===== config.mk =====
export PLATFORM = sky130hd
export DESIGN_NAME = switch_debounce
export DESIGN_NICKNAME = d
export VERILOG_FILES = /design/src/rtl/switch_debounce_pkg.sv /design/src/rtl/switch_debounce_bit.sv /design/src/rtl/switch_debounce.sv
export SDC_FILE = /design/constraint.sdc
export NUM_CORES = 1
export LEC_CHECK = 0
export ABC_AREA = 1
export CORE_MARGIN = 2
export CORE_UTILIZATION = 40
export CTS_CLUSTER_SIZE = 28
export DETAILED_ROUTE_END_ITERATION = 16
export SLEW_MARGIN = 20
export SYNTH_ARGS = -nofsm -noshare
export SYNTH_HDL_FRONTEND = slang
export SYNTH_SLANG_ARGS = --single-unit

===== constraint.sdc =====
create_clock -name i_clk -period 1.9 [get_ports i_clk]
set_input_delay 0.19 -clock i_clk [delete_from_list [all_inputs] [get_ports i_clk]]
set_output_delay 0.19 -clock i_clk [all_outputs]
set_load 0.02 [all_outputs]

===== src/rtl/switch_debounce_pkg.sv =====
// Shared board-level constants for the switch input path and helpers that
// derive the debounce timing from them.
package switch_debounce_pkg;

  localparam int SWITCH_COUNT = 12;
  localparam int CLK_HZ       = 100_000_000;
  localparam int DEBOUNCE_MS  = 10;
  localparam int STATUS_W     = 32;

  function automatic int debounce_cycles(input int clk_hz, input int ms);
    return (clk_hz / 1000) * ms;
  endfunction

  // Counter must hold DEBOUNCE_CYCLES-1; never narrower than one bit.
  function automatic int cnt_width(input int cycles);
    int w;
    w = $clog2(cycles);
    return (w < 1) ? 1 : w;
  endfunction

endpackage


===== src/rtl/switch_debounce_bit.sv =====
// One switch line: 2-FF synchroniser, stability counter, accepted level and
// registered rise/fall pulses. accept is exposed for the shared changed flag.
module switch_debounce_bit
  import switch_debounce_pkg::*;
#(
  parameter int DEBOUNCE_CYCLES = debounce_cycles(CLK_HZ, DEBOUNCE_MS),
  parameter int CNT_W           = cnt_width(DEBOUNCE_CYCLES)
) (
  input  logic clk,
  input  logic rstn,
  input  logic raw,
  output logic level,
  output logic rise,
  output logic fall,
  output logic accept
);

  localparam logic [CNT_W-1:0] LAST = CNT_W'(DEBOUNCE_CYCLES - 1);

  logic             sync_p0;
  logic             sync_p1;
  logic [CNT_W-1:0] cnt;
  logic             mismatch;

  assign mismatch = sync_p1 ^ level;
  assign accept   = mismatch && (cnt == LAST);

  always_ff @(posedge clk) begin
    if (!rstn) begin
      sync_p0 <= 1'b0;
      sync_p1 <= 1'b0;
      cnt     <= '0;
      level   <= 1'b0;
      rise    <= 1'b0;
      fall    <= 1'b0;
    end else begin
      // synchroniser stage boundary
      sync_p0 <= raw;
      sync_p1 <= sync_p0;
      // a bounce back to the stable level restarts timing from zero
      if (!mismatch || accept) cnt <= '0;
      else                     cnt <= cnt + CNT_W'(1);
      if (accept) level <= sync_p1;
      rise <= accept &  sync_p1;
      fall <= accept & ~sync_p1;
    end
  end

endmodule


===== src/rtl/switch_debounce.sv =====
// Debounced board switch bank: per-line conditioning plus a sticky changed
// flag and a packed status word for the CPU read path.
module switch_debounce
  import switch_debounce_pkg::*;
#(
  parameter int WIDTH           = SWITCH_COUNT,
  parameter int DEBOUNCE_CYCLES = debounce_cycles(CLK_HZ, DEBOUNCE_MS),
  parameter int CNT_W           = cnt_width(DEBOUNCE_CYCLES)
) (
  input  logic                i_clk,
  input  logic                i_rstn,
  input  logic [WIDTH-1:0]    i_switch,
  input  logic                i_clear,
  output logic [WIDTH-1:0]    o_switch,
  output logic [WIDTH-1:0]    o_rise,
  output logic [WIDTH-1:0]    o_fall,
  output logic                o_changed,
  output logic [STATUS_W-1:0] o_status
);

  logic [WIDTH-1:0] accept;

  for (genvar b = 0; b < WIDTH; b++) begin : g_bit
    switch_debounce_bit #(
      .DEBOUNCE_CYCLES(DEBOUNCE_CYCLES),
      .CNT_W          (CNT_W)
    ) u_bit (
      .clk   (i_clk),
      .rstn  (i_rstn),
      .raw   (i_switch[b]),
      .level (o_switch[b]),
      .rise  (o_rise[b]),
      .fall  (o_fall[b]),
      .accept(accept[b])
    );
  end

  // Set has priority over clear so an event landing with a clear is never lost.
  always_ff @(posedge i_clk) begin
    if (!i_rstn)      o_changed <= 1'b0;
    else if (|accept) o_changed <= 1'b1;
    else if (i_clear) o_changed <= 1'b0;
  end

  assign o_status = {o_changed, {(STATUS_W - 1 - WIDTH){1'b0}}, o_switch};

endmodule


# Word level (Yosys, flattened, before mapping)
# Index checks and enable logic that the tools add are counted.
dict set report word_totals {
  register_bits 301
  word_cells 198
}
dict set report op_classes {
  n_addsub 12
  eq_ne 12
  n_mux 2
  bitwise_logic 49
  reduce_logical 50
}
# op n
set op_table {}
lappend op_table {{adder 20 x 1 -> 20 bit (second input constant)} 12}
lappend op_table {{== test 20 bit (second input constant)} 12}
lappend op_table {{AND 1 bit} 24}
lappend op_table {{OR reduction 2 bit} 12}
lappend op_table {{NOT 1 bit} 13}
lappend op_table {{logical AND 1 bit} 12}
lappend op_table {{logical NOT 1 bit} 12}
lappend op_table {{logical OR 1 bit} 12}
lappend op_table {{OR reduction 12 bit} 1}
lappend op_table {{bitwise XOR 1 bit} 12}
lappend op_table {{2-to-1 mux 1 bit} 2}
lappend op_table {{nonzero test 2 bit} 1}

# Longest topological paths before layout
# Gate-level depths: netlist (run 1).
dict set report logic_depth {
  word_depth 4
  ltp_mapped 11
}

# By module
# Synthesis (run 1) repeated with hierarchy kept, for this count alone.
dict set report unflattened {
  hier_cells 2053
  hier_area_um2 15143.3
}
# module instances cells_each area_per_inst_um2 seq_area_each_um2
set modules_own_cells {}
lappend modules_own_cells {switch_debounce_bit 12 167 1234.9 500.5}
lappend modules_own_cells {switch_debounce 1 49 324.1 20.0}

# Least setup slack after synthesis (run 1)
# OpenSTA, ideal clock, no wires.
dict set report synth_timing {
  path_kind {register to register}
  startpoint {register g_bit[9].u_bit.cnt[0]}
  endpoint {register g_bit[9].u_bit.cnt[10]}
  setup_ns 0.117
  t_arrival_ns 1.399
  slack_ns 0.383
  stages_incl_launch_ff 10
  n_path_buf 1
  period_less_slack_ns 1.517
  path_cell_list {dfxtp_1 -> ha_1 -> nand2_1 -> nor2_4 -> nand2_1 -> nor2_2 -> nand2_1 -> nand3_1 -> buf_2 -> nor2_1}
}
dict set report synth_via {
  elab_chain_len 4
  word_cells_on_any_way 5
}
# element line_no
set synth_rtl {}
lappend synth_rtl {{start: declaration} switch_debounce_bit.sv:22} ;# logic [CNT_W-1:0] cnt;
lappend synth_rtl {{start signal: assignment} switch_debounce_bit.sv:42} ;# else cnt <= cnt + CNT_W'(1);
lappend synth_rtl {{branches (longest 4 deep; another with adder 20 x 1 -> 20 bit)} --}
# Several ways; the timed one is not identified.
# A chain may end at the register's enable or synchronous reset.

# Final worst setup path (run 1)
dict set report layout_timing {
  startpoint {register g_bit[8].u_bit.level}
  endpoint {output o_status[8]}
}
# element line_no
set layout_rtl {}
lappend layout_rtl {{start: declaration} switch_debounce_bit.sv:12} ;# output logic level,
lappend layout_rtl {{start signal: assignment} switch_debounce_bit.sv:43} ;# if (accept) level <= sync_p1;
lappend layout_rtl {{end: declaration} switch_debounce.sv:18} ;# output logic [STATUS_W-1:0] o_status
# No word-level cell between the ends.

==> results.toml, run 1 <==
[routing]
wl_mm = 30.0
drc = 0
wl_per_cell_um = 11.9
via_count = 12100
drtAntennaViolNets = 0
drtIter0Drc = 513
first_pass_iters = 5
viasPerCell = 4.78

[grt]
grt_use_total_pct = 15.9
grt_first_pass_wirelength_mm = 52.4
antenna_found_initial = 0
grt_pass1_vias = 11600
grt_max_degree = 56
overflow = 0

[logic_synthesis]
synth_cells = 1989
synthDistinctLibCells = 45
synth_enable_flop_cells = 0
ys_seq_area_share_pct = 40.7
ys_ff_latch = 301
synth_area_leaders = "dfxtp_1, nand2_1, nor2_1"
yosys.area.top_type_share_pct = 40.7
yosysMostFrequentCell = "nand2_1"
postSynthAreaPerCell_sq_um = 7.45
ys.flop_type = "dfxtp_1"
ys_warn_count = 0
postSynth.asyncResetShare_pct = 0
synth_commonest_cells = "nand2_1, nor2_1, dfxtp_1, inv_1, nor3_1"
synthesis.area_sq_mm = 0.0148
synth_area_leader_cell = "dfxtp_1"

[clock_network]
clk_latency_ns = 0.51
cts_made_buffers = 36
clkTransAtPathRegs_ns = 0.05
clock-sinks = 301
clockBufferDepth = 3
cts_tree = "yes"
hold_buffers = 0
htreeDepth = 2
root_buffer = "clkbuf_16"

[placement]
hpwl_mm = 22.1
gp_congestion = 0.885
pre_cts_ws_ns = 0.167
io_buffers = 64
place_inst = 2456

[timing]
grt_setup_unrepaired = "no"
max-slew-margin-rel_pct = 55.9
hold_ws_ns = 0.167
finalWorstSetupSlack_ns = 0.0735
tns_ns = 0
layout_min_cycle_time_ns = 1.83
final_max_slew_viol_count = 0
hold_viol = 0
fin_crit_sh_pct = 96.1
setup_viol = 0
tightest_slew_ns = 0.661
fin_skew_ns = 0.0211
fmax_ghz = 0.547

[worst_hold_path]
hp-class = "in -> reg"
hold_start = "i_rstn"

[power_and_ir_drop]
power_density_mw_per_mm2 = 785
p_leak_nw = 5.73
peakVddDrop_mv = 0.542

[critical_path]
path_buf_inv = 1
cp-endpoint = "o_status[8]"
slowest_delay_ns = 0.66
crit_start = "g_bit[8].u_bit.level"
cp-start-kind = "flop"
cp_num_cells = 1
r2r-start = "g_bit[8].u_bit.cnt[0]"
r2r-end = "g_bit[8].u_bit.cnt[1]"
r2r_cells = 8
path_max_fanout = 4
worstPathCellList = "clkdlybuf4s50_1"
rrSetupSlack_ns = 0.21
crit_family = "buffers and inverters"
slowest_stage = "clkdlybuf4s50_1"
cp-end-kind = "output pin"
critical_path_class = "reg -> out"
cp_data_arrival_time_ns = 1.64
required_ns = 1.71

[finish]
diodes = 0
nFillCells = 3686
area_delta_synth_final_pct = 13.1
layout-drive-gt1-share_pct = 11.1
final_nets = 2053
instances_no_fill = 2520

[floorplan]
die_area_sq_mm = 0.0386
fp.dieW_um = 196
die_h_um = 196
coreArea_sq_mm = 0.0365
fp-row-count = 70
io_pins = 84
start_util_pct = 40.6

[job]
cap_viol_max_count = 0

[outcome]
outcome = "completed"
-- final cells by class --
cell class	count	area, sq um	share of cell area [%]
clock buffer	60	1120	6.70
clock inverter	4	27.5	0.164
inverter	258	968	5.78
multi-input combinational	1348	7200	43.0
sequential	301	6030	36.0
tap	468	586	3.49
timing repair buffer	81	825	4.92
-- repair_timing --
item                                    CTS  global route
buffers inserted                          0             0
gates cloned                              0             0
resized for setup                         1             3
endpoints found under the setup margin    2            27
-- routing by layer --
layer | part of all wire [%] | up-vias | GRT usage [%]
met2 | 46 | 179 | 27.2
met4 | 2.0 | 0 | 4.46
met3 | 3.5 | 58 | 2.33
li1 | - | 6384 | -
met5 | 0 | - | 0
met1 | 49 | 5430 | 20.8
-- how the worst min path moves through the flow --
stage | end | slack, ns | cells after the start
2_1_floorplan | g_bit[0].u_bit.sync_p0 | 0.29 | 2
3_3_place_gp | g_bit[0].u_bit.sync_p1 | 0.40 | 2
3_5_place_dp | g_bit[5].u_bit.sync_p1 | 0.40 | 2
4_1_cts | g_bit[0].u_bit.sync_p1 | 0.16 | 4
5_1_grt | g_bit[0].u_bit.sync_p1 | 0.18 | 4
6_report | g_bit[0].u_bit.sync_p1 | 0.17 | 4
-- cell usage in the layout (no fill, tap or decap), types with 3 or more instances in the layout --
master,count
nor4_1,20
or2_2,6
o21ai_0,16
nor3b_1,8
nor3_2,24
nor3b_2,8
nand3_2,18
nand2_4,3
nand3b_1,20
nand4_2,5
clkdlybuf4s50_1,62
nor4_2,4
nand3_1,99
inv_2,30
nand4_1,71
nor3_1,103
nand2_2,10
conb_1,19
inv_1,228
clkbuf_8,11
or2_0,7
buf_4,12
a21oi_1,72
buf_12,5
dfxtp_1,301
clkbuf_16,37
a31oi_1,10
nor2_1,309
ha_1,12
xor2_1,76
nor3_4,3
nor2_4,12
nor4b_1,5
nor2_2,31
clkbuf_1,12
nand2_1,335
xnor2_1,29
-- worst register-to-register path, stage by stage (launching register included) --
cell and delay, ns:
dfxtp_1 0.34, ha_1 0.19, nand3_1 0.21, nor3_4 0.24, nand3_1 0.15, nand2_1 0.13, inv_2 0.07, nand2_4 0.18
nor2_1 0.07
-- stage by stage --
stage               utilization (%)  area [sq um]  total power, mW
finish                         45.9         16800             13.2
global route                   45.9         16800             13.6
CTS                            45.8         16700             13.4
detailed placement             42.7         15600             6.73
global placement               42.7         15600             6.72
floorplan                         -         14900             6.67
-- cell families (layout without fill, tap and decap cells) --
kind of cell    count (synthesis)  after routing  share of synthesized area, %
other cells                     1             19                        0.0253
buf+inv                       358            403                          11.3
compound gates                103            103                          3.61
fa+ha+maj                      12             12                          1.01
flops                         301            301                          40.7
xor+xnor                      105            105                          6.21
simple gates                 1109           1109                          37.2
-- report_power, final --
| part | total [mW] | switching [mW] | internal, mW |
|---|---|---|---|
| registers | 6.37 | 0.0218 | 6.35 |
| clock network | 6.57 | 2.56 | 4.01 |
| logic | 0.217 | 0.149 | 0.0688 |
-- registers in the layout, summed over array words and instances (netlist names) --
signal / count
g_bit.u_bit.cnt: 240
g_bit.u_bit.fall: 12
g_bit.u_bit.level: 12
g_bit.u_bit.rise: 12
g_bit.u_bit.sync_p0: 12
g_bit.u_bit.sync_p1: 12
o_changed: 1
Note: power is estimated with default switching activity, not from simulation.
==> run 2, diff against run 1 <==
--- a/config.mk
+++ b/config.mk
@@ -10,6 +10,7 @@
 export CORE_UTILIZATION = 40
 export CTS_CLUSTER_SIZE = 28
 export DETAILED_ROUTE_END_ITERATION = 16
+export REMOVE_ABC_BUFFERS = 1
 export SLEW_MARGIN = 20
 export SYNTH_ARGS = -nofsm -noshare
 export SYNTH_HDL_FRONTEND = slang
==> run 2 against run 1 <==
Clock-buffer cell count down 10. Via count grew 0.22%. Core utilization is the same. First-iteration DRC count increased by 20%.
==> results.toml, run 2 (same netlist as run 1, synthesis figures left out) <==
[clock_network]
clock-sinks = 301
hold_buffers = 0
post_cts_buffers = 0
cts_tree = "yes"
cts_made_buffers = 35
clockBufferDepth = 3
clk_latency_ns = 0.52
htreeDepth = 2
root_buffer = "clkbuf_16"
clkTransAtPathRegs_ns = 0.06

[timing]
tns_ns = 0
layout_min_cycle_time_ns = 1.82
grt_setup_unrepaired = "no"
tightest_slew_ns = 0.503
final_max_slew_viol_count = 0
fin_skew_ns = 0.0165
hold_viol = 0
setup_viol = 0
max-slew-margin-rel_pct = 66.2
fmax_ghz = 0.549
fin_crit_sh_pct = 95.9

[finish]
nFillCells = 3602
area_delta_synth_final_pct = 13.1
layout-drive-gt1-share_pct = 11.2
final_area_sq_mm = 0.0168
largest_register = "g_bit.u_bit.cnt"
diodes = 0
layout_commonest_cell = "nand2_1"
largest_register_ff_count = 240
final_cell_mix = "nand2_1, nor2_1, dfxtp_1"
final_nets = 2054

[job]
cap_viol_max_count = 0

[floorplan]
fp-row-count = 70
die_h_um = 196
start_util_pct = 40.6
fp.dieW_um = 196
io_pins = 84
coreArea_sq_mm = 0.0365
die_area_sq_mm = 0.0386

[worst_hold_path]
hold_start = "i_rstn"
hold_depth = 3
hold-path-endpoint = "g_bit[11].u_bit.fall"
hp-class = "in -> reg"

[routing]
first_pass_iters = 5
drtAntennaViolNets = 0
wl_per_cell_um = 12.0
drc = 0
wl_mm = 30.2
drtIter0Drc = 618
viasPerCell = 4.80
via_count = 12100

[critical_path]
required_ns = 1.71
crit_family = "buffers and inverters"
worstPathCellList = "clkdlybuf4s50_1"
path_max_fanout = 1
r2r-end = "g_bit[6].u_bit.cnt[12]"
slowest_delay_ns = 0.66
rrSetupSlack_ns = 0.19
critical_path_class = "reg -> out"
cp_data_arrival_time_ns = 1.63
cp-end-kind = "output pin"
path_buf_inv = 1
r2r-start = "g_bit[6].u_bit.cnt[0]"
r2r_cells = 7
slowest_stage = "clkdlybuf4s50_1"
cp-start-kind = "flop"

[placement]
dpl_cell_area_sq_mm = 0.0156
hpwl_mm = 22.1
gp_congestion = 0.870
io_buffers = 64

[grt]
grt_max_degree = 29
grt_first_pass_wirelength_mm = 51.7
grt_pass1_vias = 11300
overflow = 0
antenna_found_initial = 2
grt_use_total_pct = 15.8

[power_and_ir_drop]
power_density_mw_per_mm2 = 789
clkPwrFrac_pct = 50.2
peakVddDrop_mv = 0.525
p_int_mw = 10.5
p_leak_nw = 5.76
p_seq_share_pct = 48.1
total_power_mw = 13.2
p_comb_share_pct = 1.7
switching_share_pct = 20.9
p_switching_mw = 2.76

[outcome]
outcome = "completed"
[run 2: timing repair]
item,4_1_cts,5_1_grt
gates resized for setup,0,4
endpoints found under the hold margin,0,0
setup endpoints to repair,0,9
[run 2: worst max path at each step]
stage / start / to / slack (ns) / cells past startpoint
after floorplan: g_bit[2].u_bit.cnt[0] / g_bit[2].u_bit.cnt[16] / 0.17 / 8
final: g_bit[5].u_bit.rise / o_rise[5] / 0.08 / 1
after CTS: g_bit[10].u_bit.level / o_status[10] / 0.01 / 1
after global placement: g_bit[11].u_bit.cnt[0] / g_bit[11].u_bit.cnt[13] / 0.24 / 9
after detailed placement: g_bit[11].u_bit.cnt[0] / g_bit[11].u_bit.cnt[18] / 0.17 / 9
after global routing: g_bit[11].u_bit.cnt[0] / g_bit[11].u_bit.cnt[18] / 0.01 / 9
[run 2: final cells by class]
type	count	area (sq um)	share of cell area [%]
clock inverters	9	100	0.597
repair buffers	83	846	5.05
clock buffers	50	1030	6.18
well taps	468	586	3.49
flip-flops and latches	301	6030	36.0
multi-input cells	1348	7190	42.9
inverters	258	968	5.78
[run 2: through the flow]
stage / utilization [%] / setup slack, ns / hold slack [ns] / std cells
6_report: 45.9 / 0.0775 / 0.181 / 2517
5_1_grt: 45.9 / 0.0100 / 0.201 / 2517
3_3_place_gp: 42.7 / 0.241 / 0.394 / 2458
4_1_cts: 45.8 / 0.0109 / 0.169 / 2517
3_5_place_dp: 42.7 / 0.166 / 0.397 / 2458
2_1_floorplan: - / 0.174 / 0.283 / 1907
[run 2: layer usage]
| layer | part of all wire, % | global-route usage, % |
|---|---|---|
| met1 | 48 | 20.7 |
| met2 | 45 | 26.2 |
| met3 | 3.9 | 2.50 |
| met4 | 2.8 | 5.61 |
| met5 | 0 | 0 |
[run 2: power by group through the flow]
stage / clock network (mW) / logic, mW / registers [mW]
after floorplan: 0 / 0.113 / 6.50
after global placement: 0 / 0.227 / 6.50
final: 6.63 / 0.224 / 6.36
after detailed placement: 0 / 0.229 / 6.50
after global routing: 7.12 / 0.252 / 6.36
after CTS: 6.87 / 0.229 / 6.36
[run 2: tightest hold or removal path, cell delays in order]
cell and delay (ns):
buf_2 0.14, inv_1 0.24, nor4_1 0.09
